[src/rtl/bcd3_count_ctrl.sv]
// rtl/bcd3_count_ctrl.sv - run-control sequencer for a 3-digit BCD event counter
module bcd3_count_ctrl #(
  parameter bit AUTO_RELOAD = 1'b0,
  parameter bit WRAP_EN     = 1'b1
) (
  input  logic        clk,
  input  logic        reset,
  input  logic        cmd_start,
  input  logic        cmd_stop,
  input  logic        cmd_clear,
  input  logic        tick,
  input  logic [11:0] load_val,
  input  logic [11:0] target,
  output logic [11:0] count,
  output logic [1:0]  state,
  output logic        busy,
  output logic        done,
  output logic        wrap,
  output logic        err
);

  localparam logic [1:0] ST_IDLE  = 2'b00;
  localparam logic [1:0] ST_RUN   = 2'b01;
  localparam logic [1:0] ST_PAUSE = 2'b10;
  localparam logic [1:0] ST_DONE  = 2'b11;

  localparam logic [11:0] BCD_MAX = 12'h999;

  logic [1:0]  state_q, state_d;
  logic [11:0] count_q, count_d;
  logic        busy_q, busy_d;
  logic        done_q, done_d;
  logic        wrap_q, wrap_d;
  logic        err_q, err_d;

  logic [11:0] count_inc;
  logic        at_max;
  logic        load_ok;

  // every nibble of a BCD word must be a decimal digit
  function automatic logic bcd_valid(input logic [11:0] v);
    return (v[3:0] <= 4'd9) && (v[7:4] <= 4'd9) && (v[11:8] <= 4'd9);
  endfunction

  // decimal +1 with the whole carry chain resolved in one step; 999 -> 000
  function automatic logic [11:0] bcd_inc(input logic [11:0] v);
    logic [3:0] u, t, h;
    u = v[3:0];
    t = v[7:4];
    h = v[11:8];
    if (u == 4'd9) begin
      u = 4'd0;
      if (t == 4'd9) begin
        t = 4'd0;
        h = (h == 4'd9) ? 4'd0 : h + 4'd1;
      end else begin
        t = t + 4'd1;
      end
    end else begin
      u = u + 4'd1;
    end
    return {h, t, u};
  endfunction

  assign count_inc = bcd_inc(count_q);
  assign at_max    = (count_q == BCD_MAX);
  assign load_ok   = bcd_valid(load_val) && bcd_valid(target);

  // next-state: command priority is clear > stop > start > tick
  always_comb begin
    state_d = state_q;
    count_d = count_q;
    done_d  = 1'b0;
    wrap_d  = 1'b0;
    err_d   = 1'b0;
    case (state_q)
      ST_IDLE: begin
        if (cmd_clear) begin
          count_d = 12'h000;
        end else if (cmd_stop) begin
          state_d = ST_IDLE;
        end else if (cmd_start) begin
          if (load_ok) begin
            count_d = load_val;
            state_d = ST_RUN;
          end else begin
            err_d = 1'b1;
          end
        end
      end
      ST_RUN: begin
        if (cmd_clear) begin
          count_d = 12'h000;
          state_d = ST_IDLE;
        end else if (cmd_stop) begin
          state_d = ST_PAUSE;
        end else if (tick) begin
          // saturating mode at 999: no increment, so no compare either
          if (!(at_max && !WRAP_EN)) begin
            count_d = count_inc;
            wrap_d  = at_max;
            if (count_inc == target) begin
              state_d = ST_DONE;
              done_d  = 1'b1;
            end
          end
        end
      end
      ST_PAUSE: begin
        if (cmd_clear) begin
          count_d = 12'h000;
          state_d = ST_IDLE;
        end else if (cmd_stop) begin
          state_d = ST_PAUSE;
        end else if (cmd_start) begin
          // resume without reload, so the presets are not re-checked
          state_d = ST_RUN;
        end
      end
      default: begin
        if (cmd_clear) begin
          count_d = 12'h000;
          state_d = ST_IDLE;
        end else if (AUTO_RELOAD) begin
          // reload cycle: any tick arriving now is intentionally dropped
          count_d = load_val;
          state_d = ST_RUN;
        end else if (cmd_stop) begin
          state_d = ST_DONE;
        end else if (cmd_start) begin
          if (load_ok) begin
            count_d = load_val;
            state_d = ST_RUN;
          end else begin
            err_d = 1'b1;
          end
        end
      end
    endcase
    busy_d = (state_d == ST_RUN) || (state_d == ST_PAUSE);
  end

  // state and registered outputs
  always_ff @(posedge clk or negedge reset) begin
    if (!reset) begin
      state_q <= ST_IDLE;
      count_q <= 12'h000;
      busy_q  <= 1'b0;
      done_q  <= 1'b0;
      wrap_q  <= 1'b0;
      err_q   <= 1'b0;
    end else begin
      state_q <= state_d;
      count_q <= count_d;
      busy_q  <= busy_d;
      done_q  <= done_d;
      wrap_q  <= wrap_d;
      err_q   <= err_d;
    end
  end

  assign count = count_q;
  assign state = state_q;
  assign busy  = busy_q;
  assign done  = done_q;
  assign wrap  = wrap_q;
  assign err   = err_q;

endmodule

[config.mk]
export PLATFORM = sky130hd
export DESIGN_NAME = bcd3_count_ctrl
export DESIGN_NICKNAME = d
export VERILOG_FILES = /design/src/rtl/bcd3_count_ctrl.sv
export SDC_FILE = /design/constraint.sdc
export NUM_CORES = 1
export LEC_CHECK = 0
export CORE_MARGIN = 5
export CORE_UTILIZATION = 35
export DETAILED_ROUTE_END_ITERATION = 6
export PLACE_DENSITY = 0.73
export SETUP_SLACK_MARGIN = 0.4
export SLEW_MARGIN = 20
export SYNTH_ARGS = -nofsm -noshare
export SYNTH_HDL_FRONTEND = slang
export SYNTH_SLANG_ARGS = --single-unit
export TNS_END_PERCENT = 1
[constraint.sdc]
create_clock -name clk -period 2.5 [get_ports clk]
set_input_delay 0.5 -clock clk [delete_from_list [all_inputs] [get_ports clk]]
set_output_delay 0.5 -clock clk [all_outputs]
set_load 0.05 [all_outputs]
# Word-level counts from Yosys, hierarchy flattened
# Index checks and enable logic that the tools add are counted.
dict set report totals {
  register_bits 18
  in_bits 30
  out_inout_bits 18
  word_cells 81
}
dict set report classes {
  n_addsub 3
  order_cmp 6
  n_eq_ne 12
  mux 43
  n_reduce_logical 11
}
# op n
set ops {}
lappend ops {{$mux W12} 8}
lappend ops {{$mux W2} 13}
lappend ops {{$le A4 B4 Y1 const B} 6}
lappend ops {{$mux W4} 6}
lappend ops {{$pmux W12 S2} 1}
lappend ops {{$mux W1} 14}
lappend ops {{$add A4 B1 Y4 const B} 3}
lappend ops {{$eq A12 B12 Y1} 1}
lappend ops {{$eq A12 B12 Y1 const B} 1}
lappend ops {{$eq A4 B4 Y1 const B} 3}
lappend ops {{$pmux W2 S3} 1}
lappend ops {{$reduce_bool A3 Y1} 2}
lappend ops {{$logic_and A1 B1 Y1} 5}
lappend ops {{$reduce_and A5 Y1} 1}
lappend ops {{$eq A2 B1 Y1 const B} 2}
lappend ops {{$eq A2 B2 Y1 const B} 2}
lappend ops {{$ne A3 B3 Y1 const B} 1}
lappend ops {{$logic_not A2 Y1} 1}
lappend ops {{$ne A2 B1 Y1 const B} 1}
lappend ops {{$ne A2 B2 Y1 const B} 1}
lappend ops {{$reduce_or A2 Y1} 1}
lappend ops {{$logic_or A1 B1 Y1} 1}

# Logic depth before layout (Yosys ltp)
dict set report depth {
  word_depth 12
  mapped_depth 10
  ltp_nobuf 9
}

# Worst setup path after synthesis
# OpenSTA, ideal clock, no wires.
dict set report synth_timing {
  path_type {register to register}
  from {register count_q[5], in the netlist count[5]}
  to {register busy_q, in the netlist busy}
  setup_time_ns 0.141
  arrival_ns 2.530
  required_time_ns 2.359
  slack_ns -0.172
  stages_incl_launch_ff 10
  path_buffers 1
  period_less_slack_ns 2.672
  path_cell_list {dfrtp_1 inv_1 ha_1 and3b_1 buf_2 or3_1 a32oi_1 nand4_2 a2111oi_2 a221oi_2}
}
dict set report synth_via {
  elab_chain_len 11
  word_cells_on_any_way 15
  classes_between {add/sub (1); eq/ne (4); mux (9); reduce/logical (1)}
}
# item line_no
set synth_lines {}
lappend synth_lines {{from (decl)} 30} ;# logic [11:0] count_q, count_d;
lappend synth_lines {{from (signal assigned)} 154} ;# count_q <= count_d;
lappend synth_lines {{$add A4 B1 Y4 / $eq A4 B4 Y1 (equally long branches)} {57, 53}}
lappend synth_lines {{$mux W4} 53} ;# if (t == 4'd9) begin
lappend synth_lines {{$mux W4} 51} ;# if (u == 4'd9) begin
lappend synth_lines {{$eq A12 B12 Y1 *} 102} ;# if (count_inc == target) begin
lappend synth_lines {{$mux W2 *} 102}
lappend synth_lines {{$mux W2 *} 97} ;# end else if (tick) begin
lappend synth_lines {{$mux W2 *} 95} ;# end else if (cmd_stop) begin
lappend synth_lines {{$mux W2 *} 92} ;# if (cmd_clear) begin
lappend synth_lines {{$pmux W2 S3 *} 76} ;# case (state_q)
lappend synth_lines {{$eq A2 B1 Y1 / $eq A2 B2 Y1 (equally long branches)} 140} ;# busy_d = (state_d == ST_RUN) || (state_d == ST_PAUSE);
lappend synth_lines {{$logic_or A1 B1 Y1 *} 140}
lappend synth_lines {{named net busy_d} 31} ;# logic busy_q, busy_d;
lappend synth_lines {{to (signal assigned)} 155} ;# busy_q <= busy_d;
lappend synth_lines {{to (decl)} 31}
# Mark *: on every way through the listed nets, which the timed path passes. The rest lies on a longest branch.
# A chain may end at the register's enable or synchronous reset.

# Worst setup path in the final report
dict set report layout_timing {
  from {register count_q[8], in the netlist count[8]}
  to {register busy_q, in the netlist busy}
}
dict set report layout_via {
  elab_chain_len 12
  word_cells_on_any_way 14
  classes_between {add/sub (1); eq/ne (4); mux (8); reduce/logical (1)}
}
# item line_no
set layout_lines {}
lappend layout_lines {{$add A4 B1 Y4 / $eq A4 B4 Y1 (equally long branches)} 55} ;# h = (h == 4'd9) ? 4'd0 : h + 4'd1;
lappend layout_lines {{$mux W4} 55}
lappend layout_lines {{$mux W4} 53}
lappend layout_lines {{$mux W4 *} 51}
lappend layout_lines {{$eq A12 B12 Y1 *} 102}
lappend layout_lines {{$mux W2 *} 102}
lappend layout_lines {{$mux W2 *} 97}
lappend layout_lines {{$mux W2 *} 95}
lappend layout_lines {{$mux W2 *} 92}
lappend layout_lines {{$pmux W2 S3 *} 76}
lappend layout_lines {{$eq A2 B1 Y1 / $eq A2 B2 Y1 (equally long branches)} 140}
lappend layout_lines {{$logic_or A1 B1 Y1 *} 140}
lappend layout_lines {{named net busy_d} 31}
# Marks and branches as above.

==> impl_metrics.json <==
{
  "fin_ws_ns": 0.229,
  "final_min_period_ns": 2.27,
  "area_growth_syn_to_fin_pct": 52.4,
  "gp_congestion": 0.849,
  "dp_hpwl_mm": 4.16,
  "drive_above_1_share": 0.240,
  "p_leak_nw": 1.02,
  "hold_class": "register to register",
  "htreeDepth": 1,
  "drt_iter0_markers": 134,
  "synth_cell_type_count": 55,
  "global_route.usage.total": 0.167,
  "pin_count_of_the_biggest_net_entering_global_routing": 19,
  "setup_violations": 0,
  "p_per_area_mw_per_mm2": 587,
  "grt_util_met1": 0.229,
  "fmaxAchievable_mhz": 440,
  "placement.setup.worst_slack_ns": -0.0615,
  "syn_nets": 248,
  "worstPathCellList": "ha_1 > and3b_2 > o211a_1 > xnor2_1 > mux2i_1 > nand4_4 > o311a_1 > a221oi_2",
  "route.final.wire_length_mm": 5.27,
  "netlist_top_cells_area": "sky130_fd_sc_hd__dfrtp_1 26%, sky130_fd_sc_hd__ha_1 5.8%, sky130_fd_sc_hd__o21ai_0 5.8%",
  "placeableCoreArea_sq_mm": 0.00475,
  "power.net_switching_mw": 0.688,
  "layout.cells.most_common": "sky130_fd_sc_hd__clkdlybuf4s50_1",
  "worst_path_largest_cell_delay_ns": 0.44,
  "die_area_sq_mm": 0.00643,
  "worst_path_max_delay_cell": "sky130_fd_sc_hd__dfrtp_2",
  "final_min_period_over_clock_period": 0.908,
  "pwr-share-comb": 0.574,
  "path_class": "register to register",
  "cts_sinks": 18,
  "tightestPinTransition_ns": 0.511,
  "power.ir.vdd_worst_mv": 0.263,
  "post_synth_instance_area_sq_mm": 0.00173,
  "path_max_fanout": 6,
  "num_antenna_cells": 0,
  "p_clk_frac": 0.162,
  "detailed_router_iteration_count_before_antenna_repair": 4,
  "power.sequential.fraction": 0.264,
  "dpl-instance-area_sq_mm": 0.00250,
  "global_route.usage.met2": 0.270,
  "post_layout_nonfiller_instances": 350,
  "fin_util": 0.553,
  "die-height_microns": 80.2,
  "global_route.peak_usage_layer": "met2",
  "status": "completed",
  "yosys_most_used_dff": "sky130_fd_sc_hd__dfrtp_1",
  "data_required_time_of_the_worst_path_ns": 2.68,
  "netlist.area_leader.share": 0.261,
  "hold_viol_final": 0,
  "overflow": 0,
  "std_cell_rows": 25,
  "ys_async_sr_fraction": 1.00,
  "internal-power_mw": 0.857,
  "tritoncts": "built",
  "finalMaxSlewViolations": 0,
  "cp_data_arrival_time_ns": 2.45,
  "postSynthRegisterBits": 18,
  "final.hold.worst_slack_ns": 0.560,
  "synth_area_per_cell_sq_um": 8.22,
  "clkSlewWorstSetupHoldPaths_ns": 0.07,
  "synth_enable_flop_cells": 0,
  "cts.root.buffer_cell": "sky130_fd_sc_hd__clkbuf_8",
  "crit_path_end_kind": "register",
  "cts.path.max_buffers": 2,
  "finalInstanceArea_sq_mm": 0.00263,
  "global_route.usage.met3": 0.0213,
  "max-slew-margin-rel": 0.658,
  "placed_cells": 343,
  "initial_utilization": 0.363,
  "cts_buffers": 3,
  "cap_viol_max_count": 0,
  "fin_skew_ns": 0.00177,
  "die_width_microns": 80.2,
  "initial_antenna_violation_count": 0,
  "nets": 322,
  "routed_wire_length_per_instance_microns": 15.1,
  "yosysWarningCount": 0,
  "p_sw_frac": 0.446,
  "post-synth-top-area-cell": "sky130_fd_sc_hd__dfrtp_1",
  "vias_per_cell": 5.41,
  "wire_length_of_the_first_global_routing_pass_mm": 8.51,
  "kind_of_start_point_of_the_critical_path": "register",
  "postSynthCellCount": 210,
  "final_cell_mix": "47 x sky130_fd_sc_hd__clkdlybuf4s50_1, 32 x sky130_fd_sc_hd__buf_4, 16 x sky130_fd_sc_hd__o21ai_0, 16 x sky130_fd_sc_hd__nor2_1, 16 x sky130_fd_sc_hd__a21oi_1",
  "postRouteAntennaNets": 0,
  "first_global_vias": 1833,
  "grt_setup_unrepaired": "yes",
  "drt_drc_violations_left": 0,
  "detailroute.via_count": 1893,
  "io-pin-count": 48,
  "placement.io_buffers": 47,
  "clkLatencyLatePin_ns": 0.26,
  "synth.yosys.seq_area_share": 0.261
}
## metrics by stage
stage	total power, mW	TNS (ns)
6_report	1.55	0
5_1_grt	1.63	0
4_1_cts	1.53	0
3_5_place_dp	1.27	-0.134
3_3_place_gp	1.26	-0.0202
2_1_floorplan	0.964	0
## worst paths after layout
check,end,start,slack (ns),cells after the start
min,count[9]$_DFFE_PN0P_,count[9]$_DFFE_PN0P_,0.56,2
max in group asynchronous,count[5]$_DFFE_PN0P_,reset,1.70,2
max reg2reg,busy$_DFF_PN0_,count[8]$_DFFE_PN0P_,0.23,8
max,busy$_DFF_PN0_,count[8]$_DFFE_PN0P_,0.23,8
min in group asynchronous,err$_DFF_PN0_,reset,0.57,2
min reg2reg,count[9]$_DFFE_PN0P_,count[9]$_DFFE_PN0P_,0.56,2
## timing repair
action	4_1_cts	5_1_grt
pin swaps	1	2
buffers inserted	0	3
hold buffers	0	0
setup endpoints to repair	20	24
gates resized for setup	5	12
## sequential cells by signal, indices dropped and copies added, names as in the netlist
signal,flops
busy,1
count,12
done,1
err,1
state,2
wrap,1
## synthesized netlist by cell type, types with 4 or more instances
library cell / count
sky130_fd_sc_hd__o31ai_1: 5
sky130_fd_sc_hd__nand3_1: 5
sky130_fd_sc_hd__a21oi_1: 17
sky130_fd_sc_hd__a211oi_1: 4
sky130_fd_sc_hd__dfrtp_1: 18
sky130_fd_sc_hd__xor2_1: 6
sky130_fd_sc_hd__o21ai_0: 20
sky130_fd_sc_hd__inv_1: 10
sky130_fd_sc_hd__nor2_1: 17
sky130_fd_sc_hd__nand2_1: 13
sky130_fd_sc_hd__a31oi_1: 4
sky130_fd_sc_hd__nor4_1: 5
sky130_fd_sc_hd__nand2b_1: 7
sky130_fd_sc_hd__ha_1: 8
sky130_fd_sc_hd__nor2b_1: 5
sky130_fd_sc_hd__clkbuf_1: 5
## per-layer routing
metal	vias to the layer above	wire, microns
li1	941	-
met1	885	2470
met2	63	2410
met3	4	339
met4	0	53
met5	-	0
## power groups by stage
stage | Clock [mW] | Sequential [mW] | Combinational, mW
6_report | 0.250 | 0.408 | 0.886
4_1_cts | 0.262 | 0.411 | 0.860
3_3_place_gp | 0 | 0.417 | 0.842
5_1_grt | 0.267 | 0.416 | 0.951
3_5_place_dp | 0 | 0.417 | 0.849
2_1_floorplan | 0 | 0.588 | 0.376
## cells by family (layout without fill, tap and decap cells)
family / after synthesis / in the layout / share of synthesized area
simple gates: 76 / 76 / 0.249
xor+xnor: 9 / 9 / 0.0457
mux: 4 / 4 / 0.0239
compound gates: 75 / 75 / 0.308
buf+inv: 20 / 93 / 0.0537
flops: 18 / 18 / 0.261
fa+ha+maj: 8 / 8 / 0.0580
## worst max-delay path, delay by kind of cell (launching register included)
family          cells  cell delay (ns)
simple gates        2             0.42
fa+ha+maj           1             0.21
compound gates      3             0.75
xor+xnor            1             0.13
flops               1             0.44
mux                 1             0.23
## final cells by class
class | instances | area (sq um)
inverter | 10 | 37.5
tap | 67 | 83.8
multi-input combinational | 172 | 1280
fill | 434 | 2120
clock buffer | 4 | 55.1
timing repair buffer | 79 | 711
sequential | 18 | 460
Note: power is estimated with default switching activity, not from simulation.
